`config.mk`:
```
export PLATFORM = sky130hd
export DESIGN_NAME = axis_exp_adc_emu_flat
export DESIGN_NICKNAME = d
export VERILOG_FILES = /design/src/rtl/axis_exp_adc_emu_pkg.sv /design/src/rtl/axis_exp_adc_emu_if.sv /design/src/rtl/axis_exp_adc_emu_spi_sync_edge.sv /design/src/rtl/axis_exp_adc_emu.sv /design/src/flat_wrapper.sv
export SDC_FILE = /design/constraint.sdc
export NUM_CORES = 1
export LEC_CHECK = 0
export CAP_MARGIN = 20
export CORE_MARGIN = 1
export CORE_UTILIZATION = 46
export DETAILED_ROUTE_END_ITERATION = 8
export PLACE_DENSITY_LB_ADDON = 0.08
export SYNTH_ARGS = -nofsm -noshare
export SYNTH_HDL_FRONTEND = slang
export SYNTH_HIERARCHICAL = 1
export SYNTH_SLANG_ARGS = --single-unit
export TNS_END_PERCENT = 100
```
`constraint.sdc`:
```
create_clock -name aclk -period 3.9 [get_ports aclk]
set_input_delay 0.975 -clock aclk [delete_from_list [all_inputs] [get_ports aclk]]
set_output_delay 0.975 -clock aclk [all_outputs]
set_load 0.05 [all_outputs]
```
`src/rtl/axis_exp_adc_emu_pkg.sv`:
```
// Shared constants and types for the experiment-ADC SPI emulator.
// Word widths, register-mode control words and the frame state machine encoding.
package axis_exp_adc_pkg;

  localparam int DataWidth = 32;
  localparam int RegWidth  = 24;

  localparam logic [RegWidth-1:0] ExitReg      = {1'b1, 15'h0014, 8'h01};
  localparam logic [2:0]          RegModeEnter = 3'b101;

  typedef enum logic [1:0] {
    IDLE,
    ACTIVE,
    CLASSIFY
  } state_t;

  // Number of sck edges in a conversion frame for a given lane count.
  function automatic logic [5:0] conv_edges(input int num_sdi);
    return 6'(DataWidth / num_sdi);
  endfunction

endpackage

```
`src/rtl/axis_exp_adc_emu_if.sv`:
```
// AXI Stream channel used for the conversion-word input and register-word output.
interface axis_exp_adc_emu_if
  import axis_exp_adc_pkg::*;
#(
  parameter int Width = DataWidth
) ();

  logic [Width-1:0] tdata;
  logic             tvalid;
  logic             tready;

  modport master (
    output tdata,
    output tvalid,
    input  tready
  );

  modport slave (
    input  tdata,
    input  tvalid,
    output tready
  );

endinterface

```
`src/rtl/axis_exp_adc_emu_spi_sync_edge.sv`:
```
// Two-flop synchronizer with an edge-detect stage and registered rise/fall pulses.
// The level output is aligned with the pulses so several instances stay mutually in step.
module spi_sync_edge (
  input  logic aclk,
  input  logic aresetn,
  input  logic din,
  output logic level,
  output logic rise,
  output logic fall
);

  logic meta;
  logic sync;

  // Reset to 0 so a chip select that is already low when reset releases never looks like a fall.
  always_ff @(posedge aclk or negedge aresetn) begin
    if (!aresetn) begin
      meta  <= 1'b0;
      sync  <= 1'b0;
      level <= 1'b0;
      rise  <= 1'b0;
      fall  <= 1'b0;
    end else begin
      meta  <= din;
      sync  <= meta;
      level <= sync;
      rise  <= sync & ~level;
      fall  <= ~sync & level;
    end
  end

endmodule

```
`src/rtl/axis_exp_adc_emu.sv`:
```
// SPI responder standing in for the multi-lane experiment ADC: serves conversion words
// from s_axis on NUM_SDI lanes and forwards captured 24-bit register words on m_axis.
module axis_exp_adc_emu
  import axis_exp_adc_pkg::*;
#(
  parameter int NUM_SDI = 4
) (
  input  logic               aclk,
  input  logic               aresetn,
  input  logic               spi_csn,
  input  logic               spi_sck,
  input  logic               spi_sdo,
  output logic [NUM_SDI-1:0] spi_sdi,
  axis_exp_adc_emu_if.slave  s_axis,
  axis_exp_adc_emu_if.master m_axis,
  output logic               reg_mode,
  output logic               frame_err,
  output logic               underrun,
  output logic               overflow
);

  localparam logic [5:0] ConvEdges = conv_edges(NUM_SDI);
  localparam logic [5:0] RegEdges  = 6'(RegWidth);
  localparam logic [5:0] MaxEdges  = 6'd63;

  logic csn_level, csn_rise, csn_fall;
  logic sck_level, sck_rise, sck_fall;
  logic sdo_level, sdo_rise, sdo_fall;
  logic unused_edges;

  spi_sync_edge u_sync_csn (
    .aclk    (aclk),
    .aresetn (aresetn),
    .din     (spi_csn),
    .level   (csn_level),
    .rise    (csn_rise),
    .fall    (csn_fall)
  );

  spi_sync_edge u_sync_sck (
    .aclk    (aclk),
    .aresetn (aresetn),
    .din     (spi_sck),
    .level   (sck_level),
    .rise    (sck_rise),
    .fall    (sck_fall)
  );

  spi_sync_edge u_sync_sdo (
    .aclk    (aclk),
    .aresetn (aresetn),
    .din     (spi_sdo),
    .level   (sdo_level),
    .rise    (sdo_rise),
    .fall    (sdo_fall)
  );

  assign unused_edges = ^{csn_level, sck_level, sck_fall, sdo_rise, sdo_fall};

  state_t               state;
  logic [DataWidth-1:0] hold_data;
  logic                 hold_full;
  logic                 loaded;
  logic [DataWidth-1:0] shift_out;
  logic [DataWidth-1:0] shifted;
  logic [RegWidth-1:0]  shift_in;
  logic [5:0]           edge_cnt;
  logic [DataWidth-1:0] m_tdata;
  logic                 m_tvalid;

  assign shifted       = shift_out << NUM_SDI;
  assign s_axis.tready = ~hold_full;
  assign m_axis.tdata  = m_tdata;
  assign m_axis.tvalid = m_tvalid;

  // A word is consumed only if it was actually loaded at the start of this frame, so a word
  // accepted mid-frame waits for the next conversion frame instead of being silently lost.
  always_ff @(posedge aclk or negedge aresetn) begin
    if (!aresetn) begin
      state     <= IDLE;
      hold_data <= '0;
      hold_full <= 1'b0;
      loaded    <= 1'b0;
      shift_out <= '0;
      shift_in  <= '0;
      edge_cnt  <= '0;
      spi_sdi   <= '0;
      m_tdata   <= '0;
      m_tvalid  <= 1'b0;
      reg_mode  <= 1'b0;
      frame_err <= 1'b0;
      underrun  <= 1'b0;
      overflow  <= 1'b0;
    end else begin
      frame_err <= 1'b0;
      underrun  <= 1'b0;
      overflow  <= 1'b0;

      if (m_tvalid && m_axis.tready) begin
        m_tvalid <= 1'b0;
      end

      case (state)
        IDLE: begin
          if (csn_fall) begin
            state    <= ACTIVE;
            edge_cnt <= '0;
            shift_in <= '0;
            if (hold_full && !reg_mode) begin
              shift_out <= hold_data;
              spi_sdi   <= hold_data[DataWidth-1 -: NUM_SDI];
              loaded    <= 1'b1;
            end else begin
              shift_out <= '0;
              spi_sdi   <= '0;
              loaded    <= 1'b0;
            end
          end
        end

        ACTIVE: begin
          if (csn_rise) begin
            state   <= CLASSIFY;
            spi_sdi <= '0;
          end else if (sck_rise) begin
            if (edge_cnt != MaxEdges) begin
              edge_cnt <= edge_cnt + 6'd1;
            end
            shift_in  <= {shift_in[RegWidth-2:0], sdo_level};
            shift_out <= shifted;
            spi_sdi   <= shifted[DataWidth-1 -: NUM_SDI];
          end
        end

        CLASSIFY: begin
          state <= IDLE;
          if (edge_cnt == ConvEdges && !reg_mode) begin
            if (loaded) begin
              hold_full <= 1'b0;
            end else begin
              underrun <= 1'b1;
            end
          end else if (edge_cnt == RegEdges) begin
            // A handshake in this same cycle frees the slot, so the new word replaces it.
            if (!m_tvalid || m_axis.tready) begin
              m_tdata  <= {8'h00, shift_in};
              m_tvalid <= 1'b1;
            end else begin
              overflow <= 1'b1;
            end
            if (shift_in == ExitReg) begin
              reg_mode <= 1'b0;
            end else if (shift_in[RegWidth-1 -: 3] == RegModeEnter) begin
              reg_mode <= 1'b1;
            end
          end else begin
            frame_err <= 1'b1;
          end
        end

        default: state <= IDLE;
      endcase

      if (s_axis.tvalid && !hold_full) begin
        hold_data <= s_axis.tdata;
        hold_full <= 1'b1;
      end
    end
  end

endmodule
```
`src/flat_wrapper.sv`:
```
// flat-port wrapper written by rule: the top's interface ports become plain ports
module axis_exp_adc_emu_flat import axis_exp_adc_pkg::*;
#(
  parameter int NUM_SDI = 4
)
  (aclk, aresetn, spi_csn, spi_sck, spi_sdo, spi_sdi, reg_mode, frame_err, underrun, overflow, s_axis_tdata, s_axis_tvalid, s_axis_tready, m_axis_tdata, m_axis_tvalid, m_axis_tready);
  axis_exp_adc_emu_if s_axis_i ();
  axis_exp_adc_emu_if m_axis_i ();
  input  logic aclk;
  input  logic aresetn;
  input  logic spi_csn;
  input  logic spi_sck;
  input  logic spi_sdo;
  output logic [NUM_SDI-1:0] spi_sdi;
  output logic reg_mode;
  output logic frame_err;
  output logic underrun;
  output logic overflow;
  input wire logic [$bits(s_axis_i.tdata)-1:0] s_axis_tdata;
  input wire logic [$bits(s_axis_i.tvalid)-1:0] s_axis_tvalid;
  output wire logic [$bits(s_axis_i.tready)-1:0] s_axis_tready;
  output wire logic [$bits(m_axis_i.tdata)-1:0] m_axis_tdata;
  output wire logic [$bits(m_axis_i.tvalid)-1:0] m_axis_tvalid;
  input wire logic [$bits(m_axis_i.tready)-1:0] m_axis_tready;
  assign s_axis_i.tdata = s_axis_tdata;
  assign s_axis_i.tvalid = s_axis_tvalid;
  assign s_axis_tready = s_axis_i.tready;
  assign m_axis_tdata = m_axis_i.tdata;
  assign m_axis_tvalid = m_axis_i.tvalid;
  assign m_axis_i.tready = m_axis_tready;
  axis_exp_adc_emu #(.NUM_SDI(NUM_SDI)) u_core (.aclk(aclk), .aresetn(aresetn), .spi_csn(spi_csn), .spi_sck(spi_sck), .spi_sdo(spi_sdo), .spi_sdi(spi_sdi), .s_axis(s_axis_i), .m_axis(m_axis_i), .reg_mode(reg_mode), .frame_err(frame_err), .underrun(underrun), .overflow(overflow));
endmodule
```
==> results of run 1 <==
## metrics by stage
step,instances,utilization [%]
after global routing,647,60.3
after global placement,616,55.1
final,647,60.3
after detailed placement,616,55.1
after floorplan,426,-
after CTS,647,60.3
## power by group through the flow
| stage | logic (W) | clock network, W | registers (W) |
|---|---|---|---|
| 6_report | 0.000585 | 0.00163 | 0.00177 |
| 5_1_grt | 0.000652 | 0.00173 | 0.00179 |
| 4_1_cts | 0.000593 | 0.00167 | 0.00177 |
| 3_5_place_dp | 0.000588 | 0 | 0.00179 |
| 3_3_place_gp | 0.000581 | 0 | 0.00178 |
| 2_1_floorplan | 0.000337 | 0 | 0.00182 |
## worst register-to-register path, cell delays in order (launching register included)
cell	delay, ns
sky130_fd_sc_hd__dfrtp_1	0.46
sky130_fd_sc_hd__nor3b_1	0.63
sky130_fd_sc_hd__or2_2	0.63
sky130_fd_sc_hd__a41oi_1	0.20
sky130_fd_sc_hd__a21oi_1	0.15
## flip-flops by register name (all words and copies together), names as in the netlist, 2 cells and up
name / flops
u_core/spi_sdi: 4
u_core/state: 2
u_core/m_axis.tdata: 24
u_core/edge_cnt: 6
u_core/shift_in: 24
u_core/hold_data: 32
u_core/shift_out: 28
## path summary, 6_finish.rpt
path / start / endpoint / slack, ns / depth (start not counted)
max: u_core/hold_full / s_axis_tready / 1.10 / 2
min: u_core/u_sync_csn/meta / u_core/u_sync_csn/sync / 0.35 / 0
max reg2reg: u_core/state[0] / u_core/edge_cnt[4] / 1.77 / 4
min reg2reg: u_core/u_sync_csn/meta / u_core/u_sync_csn/sync / 0.35 / 0
max in group asynchronous: aresetn / u_core/hold_data[18] / 2.54 / 2
min in group asynchronous: aresetn / u_core/m_axis.tdata[19] / 0.62 / 1
## area by class of cell
type / instances / area (um^2) / share of cell area, %
sequential: 139 / 3480 / 49.7
multi-input combinational: 252 / 1950 / 27.8
timing repair buffer: 78 / 779 / 11.1
clock buffer: 25 / 495 / 7.08
tap: 143 / 179 / 2.55
clock inverter: 6 / 110 / 1.57
inverter: 4 / 15.0 / 0.214
## metal layers
metal,vias to the layer above,global-route usage (%)
met2,73,29.1
li1,1652,-
met1,1769,22.7
met4,0,7.02
met5,-,0
met3,11,5.77
==> out/results.txt, run 1 <==
Result of the run: complete, but fails checks
Failing checks: design-rule violations
Clock tree from TritonCTS: done
WS Path Type: flip-flop to output pin
Share of the clock period used by the worst path after layout: 71.9%
Type of element capturing the critical path: output pin
Most common library cell in the layout ignoring fill and taps: sky130_fd_sc_hd__dfrtp_1
Part of the power in combinational logic: 14.7%
FP Rows: 39
Clock network latency to the later pin of the worst-skew pair: 0.41 ns
Average cell area after synthesis: 13.3 um^2
Final RePlAce weighted congestion: 0.727
Ratio of cells with drive above 1 in the final layout: 19.2%
Total of buffers placed on input and output ports: 72
Final layout net count: 533
M1 WL: 4790 um
Final Hold Vio Count: 0
Family with the most delay on the worst path: buffers and inverters
Crit path arrival time: 1.83 ns
Die Wd: 112 um
Kind of path behind the tightest hold check: flip-flop to flip-flop
Number of buffers inserted during clock tree synthesis: 17
Via density per instance: 5.42
Slowest cell on the critical path: sky130_fd_sc_hd__clkdlybuf4s50_1
Number of global-route vias before repair: 3520
Tot GR Track Use: 18.0%
Final setup margin: 1.10 ns
CP cell instances: inv_1 -> clkdlybuf4s50_1
Overall routed net length: 10400 um
Startpoint class of the critical path: flip-flop
Maximum buffer depth of the clock tree: 2
CTS H-tree depth: 4
Setup-violating endpoint count in the final report: 0
Yosys Warn Count: 6
Antenna diodes: 0
Number of cells produced by synthesis: 419
Placed cell area: 6400 um^2
Top-level port count: 81
Clock period minus final worst setup slack: 2.80 ns
Residual overflow from global routing: 0
Power density cells: 568 nW/um^2
Total power after layout: 0.00398 W
Detailed route wirelength on metal3: 474 um
Residual DRC: 6
CP peak stage delay: 0.84 ns
Critical path data required time: 2.92 ns
Reported leakage power: 3.21 nW
Slew Viols, Final: 0
Remaining antenna violation count after routing: 0
# clock sinks: 139
Count of cells resized by post-cts repair: 0
Top routing layer in use: met4
Hpwl dp: 6570 um
Count of max-cap constraint violations: 0
Post-route cell area: 7000 um^2
Fraction of power spent switching nets: 26.1%
Final hold slack: 0.347 ns
Routed length on met2: 4980 um
Relative slew slack: 45.5%
Crit-path max FO: 4
Cell internal power dissipation: 0.00294 W
Core Area: 11600 um^2
Maximum achievable frequency: 357 MHz
Unrepaired setup endpoints after global routing: false
Commonest cells after routing, fill and taps aside: sky130_fd_sc_hd__dfrtp_1 (139), sky130_fd_sc_hd__clkdlybuf4s50_1 (71), sky130_fd_sc_hd__nor2_1 (54), sky130_fd_sc_hd__mux2_2 (35), sky130_fd_sc_hd__a22o_1 (26)
First-pass DRT Iterations: 6
Violation count after the first detailed-route iteration: 226
Peak supply drop: 288 uV
Wire length of the first global-routing pass: 17400 um
Clock-pin slew reported for the worst setup and hold paths after clock tree synthesis: 0.05 ns
Initial antenna violation count: 0
Post-synthesis instance area: 5560 um^2
Chip height: 112 um
Number of fill cells: 984
Starting utilization of the core area: 47.9%
Post-CTS setup-driven buffer insertion count: 0
Post-place setup slack: 1.39 ns
Transition time at the pin with the least slew margin: 0.818 ns
Clk_skew: 0.00601 ns
Share of power burned in registers: 44.4%
Pin count of the biggest net entering global routing: 90
Hold bufs inserted after CTS: 0
Switching power: 0.00104 W
Die footprint: 12500 um^2
Part of the power in the clock network: 40.9%
Setup tns final: 0 ns
Via count: 3505
Clock Root Buffer: sky130_fd_sc_hd__clkbuf_16
WL per Instance: 16.0 um
Buf+Inv Stages, Crit Path: 2
Area overhead of the layout relative to synthesis: 26.0%
Power figures use the tool's default switching activity.
==> run 2, diff against run 1 <==
==> constraint.sdc (replaced) <==
create_clock -name aclk -period 2.65 [get_ports aclk]
set_input_delay 0.6625 -clock aclk [delete_from_list [all_inputs] [get_ports aclk]]
set_output_delay 0.6625 -clock aclk [all_outputs]
set_load 0.05 [all_outputs]
==> run 2 against run 1 <==
Net effect: the run still ends with design-rule violations left; utilization is 0.40 points higher; setup slack worse by 0.94 ns; die area stayed put; critical path depth stayed put; clock power is 52% higher; global-route usage is 0.45 points lower; hold slack better by 0.0032 ns; largest cell class unchanged.
==> out/results.txt, run 2 (same netlist as run 1, synthesis figures left out) <==
Result of the run: complete, but fails checks
Failing checks: design-rule violations
Number of fill cells: 972 (-1.2%)
Starting utilization of the core area: 47.9% (unchanged)
Core Area: 11600 um^2 (unchanged)
Count of cells resized by post-cts repair: 0 (unchanged)
Pin count of the biggest net entering global routing: 140 (+56%)
Transition time at the pin with the least slew margin: 0.721 ns (-0.0972 ns)
Clock tree from TritonCTS: done
Number of global-route vias before repair: 3513 (-0.20%)
Most common library cell in the layout ignoring fill and taps: sky130_fd_sc_hd__dfrtp_1
Top-level port count: 81 (unchanged)
Final design utilization: 60.7% (+0.40 points)
Clock-pin slew reported for the worst setup and hold paths after clock tree synthesis: 0.06 ns (about the same)
WL per Instance: 15.8 um (-1.6%)
Reg2Reg Launch Point: u_core/edge_cnt[0]
Total power after layout: 0.00595 W (+50%)
Ratio of cells with drive above 1 in the final layout: 20.1% (+0.87 points)
Initial antenna violation count: 0 (unchanged)
Via density per instance: 5.41 (-0.15%)
Depth of the most critical reg-to-reg path: 6 (+2)
Wire length of the first global-routing pass: 17200 um (-0.75%)
Share of the clock period used by the worst path after layout: 94.2%
# clock sinks: 139 (unchanged)
Setup tns final: 0 ns (unchanged)
Flip-flop count of the largest register after layout: 32 (unchanged)
Final RePlAce weighted congestion: 0.734 (+1.0%)
Hold path depth: 0 (unchanged)
Slew Viols, Final: 0 (unchanged)
Clock period minus final worst setup slack: 2.50 ns
Final Hold Vio Count: 0 (unchanged)
Residual overflow from global routing: 0 (unchanged)
Reported leakage power: 3.23 nW (+0.54%)
First-pass DRT Iterations: 6 (unchanged)
Startpoint class of the critical path: flip-flop
Maximum buffer depth of the clock tree: 2 (unchanged)
Tot GR Track Use: 17.6% (-0.45 points)
Maximum achievable frequency: 401 MHz
Count of max-cap constraint violations: 0 (unchanged)
Critical path data required time: 1.99 ns (-0.93 ns)
Crit-path max FO: 4 (unchanged)
Commonest cells after routing, fill and taps aside: sky130_fd_sc_hd__dfrtp_1 (139), sky130_fd_sc_hd__clkdlybuf4s50_1 (71), sky130_fd_sc_hd__nor2_1 (54), sky130_fd_sc_hd__mux2_2 (35), sky130_fd_sc_hd__a22o_1 (26)
Post-place setup slack: 0.523 ns (-0.864 ns)
Type of element capturing the critical path: output pin
Chip height: 112 um (unchanged)
Crit path arrival time: 1.83 ns (about the same)
Clock network latency to the later pin of the worst-skew pair: 0.41 ns (about the same)
Violation count after the first detailed-route iteration: 174 (-23%)
Area overhead of the layout relative to synthesis: 26.8%
Die footprint: 12500 um^2 (unchanged)
Power density cells: 843 nW/um^2 (+49%)
Top flop regs: u_core/hold_data: 32 flops, u_core/shift_out: 28 flops
Peak supply drop: 500 uV (+74%)
Setup-violating endpoint count in the final report: 0 (unchanged)
Remaining antenna violation count after routing: 0 (unchanged)
Overall routed net length: 10300 um (-1.2%)
Kind of path behind the tightest hold check: flip-flop to flip-flop
WS Path Type: flip-flop to output pin
Critical path startpoint: u_core/hold_full
Antenna diodes: 0 (unchanged)
Number of buffers inserted during clock tree synthesis: 17 (unchanged)
Startpoint of the tightest hold check path: u_core/u_sync_sdo/sync
Total of buffers placed on input and output ports: 72 (unchanged)
Clk_skew: 0.00997 ns (+0.00396 ns)
Final setup margin: 0.155 ns (-0.942 ns)
Clock Root Buffer: sky130_fd_sc_hd__clkbuf_16
Die Wd: 112 um (unchanged)
Residual DRC: 6 (unchanged)
Most flop-heavy register: u_core/hold_data
FP Rows: 39 (unchanged)
Via count: 3516 (+0.31%)
Relative slew slack: 52.0% (+6.5 points)
Unrepaired setup endpoints after global routing: false
Hpwl dp: 6390 um (-2.6%)
Post-CTS setup-driven buffer insertion count: 0 (unchanged)
Final layout net count: 535 (+0.38%)
CTS H-tree depth: 4 (unchanged)
Hold bufs inserted after CTS: 0 (unchanged)
[run 2: cell types whose count changed in the layout (fill, tap and decap cells not counted)]
cell | before | now
sky130_fd_sc_hd__buf_12 | 1 | 2
sky130_fd_sc_hd__buf_4 | 5 | 6
sky130_fd_sc_hd__bufinv_16 | 3 | 4
sky130_fd_sc_hd__clkbuf_1 | 4 | 2
sky130_fd_sc_hd__clkbuf_8 | 4 | 0
sky130_fd_sc_hd__clkinv_4 | 0 | 2
sky130_fd_sc_hd__clkinvlp_4 | 2 | 3
sky130_fd_sc_hd__inv_6 | 0 | 3
[run 2: through the flow]
step	hold slack, ns	cell area (um^2)	cells
after detailed placement	0.337	6420	618
after CTS	0.355	7050	650
after floorplan	0.331	5590	426
after global routing	0.362	7050	650
final	0.350	7050	650
after global placement	0.336	6420	618
[run 2: layer usage]
metal	GRT usage [%]	routed length, um	vias to the layer above
li1	-	-	1653
met1	22.3	4730	1773
met2	28.4	5000	76
met3	5.17	385	14
met4	7.11	143	0
met5	0	0	-
[run 2: worst max-delay path: stages (launching register included)]
cell                              delay [ns]
sky130_fd_sc_hd__dfrtp_1                0.40
sky130_fd_sc_hd__inv_1                  0.19
sky130_fd_sc_hd__clkdlybuf4s50_1        0.84
[run 2: area by class of cell]
cell class / instances / area (um^2) / share of cell area [%]
Clock inverter: 13 / 191 / 2.72
Timing Repair Buffer: 80 / 807 / 11.4
Sequential cell: 139 / 3480 / 49.3
Inverter: 4 / 15.0 / 0.213
Tap cell: 143 / 179 / 2.54
Clock buffer: 19 / 433 / 6.14
Multi-Input combinational cell: 252 / 1950 / 27.6
[run 2: power breakdown]
group	switching [W]	internal (W)	total, W	leakage (nW)
Clock	0.000894	0.00159	0.00248	0.295
Combinational	0.000522	0.000342	0.000865	1.14
Sequential	0.000187	0.00241	0.00260	1.80
[run 2: path summary, 6_finish.rpt]
kind | to | slack (ns)
min reg2reg | u_core/u_sync_sdo/level | 0.35
max in group asynchronous | u_core/hold_data[25] | 1.76
min in group asynchronous | u_core/m_axis.tdata[19] | 0.36
min | u_core/u_sync_sdo/level | 0.35
max reg2reg | u_core/m_axis.tdata[1] | 0.65
max | s_axis_tready | 0.15
==> run 3, diff against run 2 <==
--- a/config.mk
+++ b/config.mk
@@ -5,7 +5,9 @@
 export SDC_FILE = /design/constraint.sdc
 export NUM_CORES = 1
 export LEC_CHECK = 0
+export ABC_CLOCK_PERIOD_IN_PS = 2650
 export CAP_MARGIN = 20
+export CORE_ASPECT_RATIO = 1.2
 export CORE_MARGIN = 1
 export CORE_UTILIZATION = 46
 export DETAILED_ROUTE_END_ITERATION = 8
==> run 3 against run 2 <==
Net effect: fmax grew 1.9%; non-clock buffer count grew 2; setup slack gained 0.046 ns; total power shrank 0.20%; the run now ends clean; register-to-register slack is essentially flat; highest routed layer unchanged.
==> out/results.txt, run 3 (same netlist as run 1, synthesis figures left out) <==
Result of the run: complete, no violations
Slew Viols, Final: 0 (unchanged)
Number of global-route vias before repair: 3646 (+3.8%)
Violation count after the first detailed-route iteration: 139 (-20%)
Part of the power in combinational logic: 14.5% (about the same)
Final Hold Vio Count: 0 (unchanged)
Commonest cells after routing, fill and taps aside: sky130_fd_sc_hd__dfrtp_1 (139), sky130_fd_sc_hd__clkdlybuf4s50_1 (71), sky130_fd_sc_hd__nor2_1 (54), sky130_fd_sc_hd__mux2_2 (35), sky130_fd_sc_hd__a22o_1 (26)
Ratio of cells with drive above 1 in the final layout: 20.4% (+0.31 points)
CP cell instances: clkdlybuf4s50_1
Depth of the most critical reg-to-reg path: 6 (unchanged)
Die footprint: 12500 um^2 (about the same)
Top-level port count: 81 (unchanged)
Clock network latency to the later pin of the worst-skew pair: 0.41 ns (about the same)
Clock tree from TritonCTS: done
Flip-flop count of the largest register after layout: 32 (unchanged)
Antenna diodes: 0 (unchanged)
Setup-violating endpoint count in the final report: 0 (unchanged)
Tot GR Track Use: 18.9% (+1.3 points)
Kind of path behind the tightest hold check: input pin to asynchronous set/reset pin
Share of the clock period used by the worst path after layout: 92.4% (-1.7 points)
Maximum achievable frequency: 408 MHz (+1.9%)
Cell internal power dissipation: 0.00438 W (+0.85%)
Critical path data required time: 1.99 ns (about the same)
Peak supply drop: 503 uV (+0.74%)
WL per Instance: 15.7 um (-0.77%)
Power density cells: 838 nW/um^2 (-0.64%)
Total of buffers placed on input and output ports: 72 (unchanged)
Top flop regs: u_core/hold_data: 32 flops, u_core/shift_out: 28 flops
Via count: 3561 (+1.3%)
Most flop-heavy register: u_core/hold_data
Critical path startpoint: u_core/reg_mode
Fraction of power spent switching nets: 26.2% (-0.76 points)
CTS H-tree depth: 4 (unchanged)
Final RePlAce weighted congestion: 0.767 (+4.5%)
Crit path depth: 1 (-1)
Transition time at the pin with the least slew margin: 0.633 ns (-0.0880 ns)
Chip height: 122 um (+9.4%)
# clock sinks: 139 (unchanged)
Area overhead of the layout relative to synthesis: 27.4%
Setup tns final: 0 ns (unchanged)
Hpwl dp: 6970 um (+9.0%)
Residual overflow from global routing: 0 (unchanged)
Residual DRC: 0 (-6)
Remaining antenna violation count after routing: 0 (unchanged)
Slowest cell on the critical path: sky130_fd_sc_hd__clkdlybuf4s50_1
Clock Root Buffer: sky130_fd_sc_hd__clkbuf_16
FP Rows: 43 (+10%)
Clk_skew: 0.00887 ns (-0.00110 ns)
Startpoint class of the critical path: flip-flop
Total power after layout: 0.00593 W (-0.20%)
Initial antenna violation count: 0 (unchanged)
Number of fill cells: 956 (-1.6%)
Post-route cell area: 7080 um^2 (+0.44%)
Wire length of the first global-routing pass: 17800 um (+3.4%)
Unrepaired setup endpoints after global routing: false
Final layout net count: 537 (+0.37%)
Die Wd: 102 um (-8.6%)
Relative slew slack: 57.7% (+5.7 points)
Part of the power in the clock network: 41.5% (-0.2 points)
Placed cell area: 6450 um^2 (+0.43%)
Post-CTS setup-driven buffer insertion count: 0 (unchanged)
Crit-path max FO: 7 (+3)
Reg2Reg Launch Point: u_core/edge_cnt[0]
Crit path arrival time: 1.79 ns (-0.04 ns)
Type of element capturing the critical path: output pin
First-pass DRT Iterations: 4 (-2)
Family with the most delay on the worst path: buffers and inverters
WS Path Type: flip-flop to output pin
Overall routed net length: 10400 um (+1.7%)
Starting utilization of the core area: 47.6% (-0.25 points)
Count of max-cap constraint violations: 0 (unchanged)
Hold bufs inserted after CTS: 0 (unchanged)
Switching power: 0.00156 W (-3.0%)
Share of power burned in registers: 44.0% (+0.3 points)
Clock-pin slew reported for the worst setup and hold paths after clock tree synthesis: 0.05 ns (about the same)
Most common library cell in the layout ignoring fill and taps: sky130_fd_sc_hd__dfrtp_1
Count of cells resized by post-cts repair: 0 (unchanged)
Via density per instance: 5.35 (-1.2%)
CP peak stage delay: 0.87 ns (+0.03 ns)
Pin count of the biggest net entering global routing: 53 (-62%)
Number of buffers inserted during clock tree synthesis: 17 (unchanged)
Buf+Inv Stages, Crit Path: 1 (-1)
Clock period minus final worst setup slack: 2.45 ns (-0.0455 ns)
Maximum buffer depth of the clock tree: 2 (unchanged)
Reported leakage power: 3.24 nW (+0.45%)
Core Area: 11700 um^2 (+0.53%)
## run 3: cell count changes in the layout (fill, tap and decap cells not counted)
cell,before,now
sky130_fd_sc_hd__nor2b_4,1,0
sky130_fd_sc_hd__inv_6,3,0
sky130_fd_sc_hd__buf_4,6,8
sky130_fd_sc_hd__clkinv_2,1,3
sky130_fd_sc_hd__clkinvlp_4,3,2
sky130_fd_sc_hd__clkbuf_8,0,2
sky130_fd_sc_hd__nor2b_2,1,2
## run 3: cell type report
cell class	count	area, um^2	area share (%)
tap	157	196	2.77
multi-input combinational	252	1940	27.4
sequential	139	3480	49.1
clock inverter	11	168	2.37
timing repair buffer	82	822	11.6
clock buffer	21	460	6.50
inverter	4	15.0	0.212
## run 3: final timing paths
path                                            to  slack, ns
max reg2reg                 u_core/m_axis.tdata[1]       0.65
min in group aclk           u_core/u_sync_sck/sync       0.35
max                                       reg_mode       0.20
max in group asynchronous     u_core/hold_data[27]       1.81
min                        u_core/m_axis.tdata[22]       0.15
min reg2reg                 u_core/u_sync_sck/sync       0.35
## run 3: metal layers
layer	share of wire [%]	track usage, %	vias to the layer above	wire, um
li1	-	-	1661	-
met1	44	23.6	1793	4620
met2	49	30.5	89	5140
met3	4.2	5.52	18	443
met4	2.2	7.95	0	225
met5	0	0	-	0
## run 3: metrics by stage
step | hold slack [ns] | instances | utilization (%) | setup slack (ns)
after floorplan | 0.331 | 426 | - | 0.837
after global placement | 0.333 | 634 | 55.3 | 0.515
after detailed placement | 0.336 | 634 | 55.3 | 0.482
after CTS | 0.141 | 666 | 60.6 | 0.171
after global routing | 0.156 | 666 | 60.6 | 0.129
final | 0.145 | 666 | 60.6 | 0.200
## run 3: power groups by stage
stage               sequential [W]  clock, W  combinational, W
detailed placement         0.00265         0          0.000867
global placement           0.00264         0          0.000848
global route               0.00265   0.00262          0.000963
finish                     0.00261   0.00246          0.000859
CTS                        0.00261   0.00252          0.000873
floorplan                  0.00269         0          0.000496
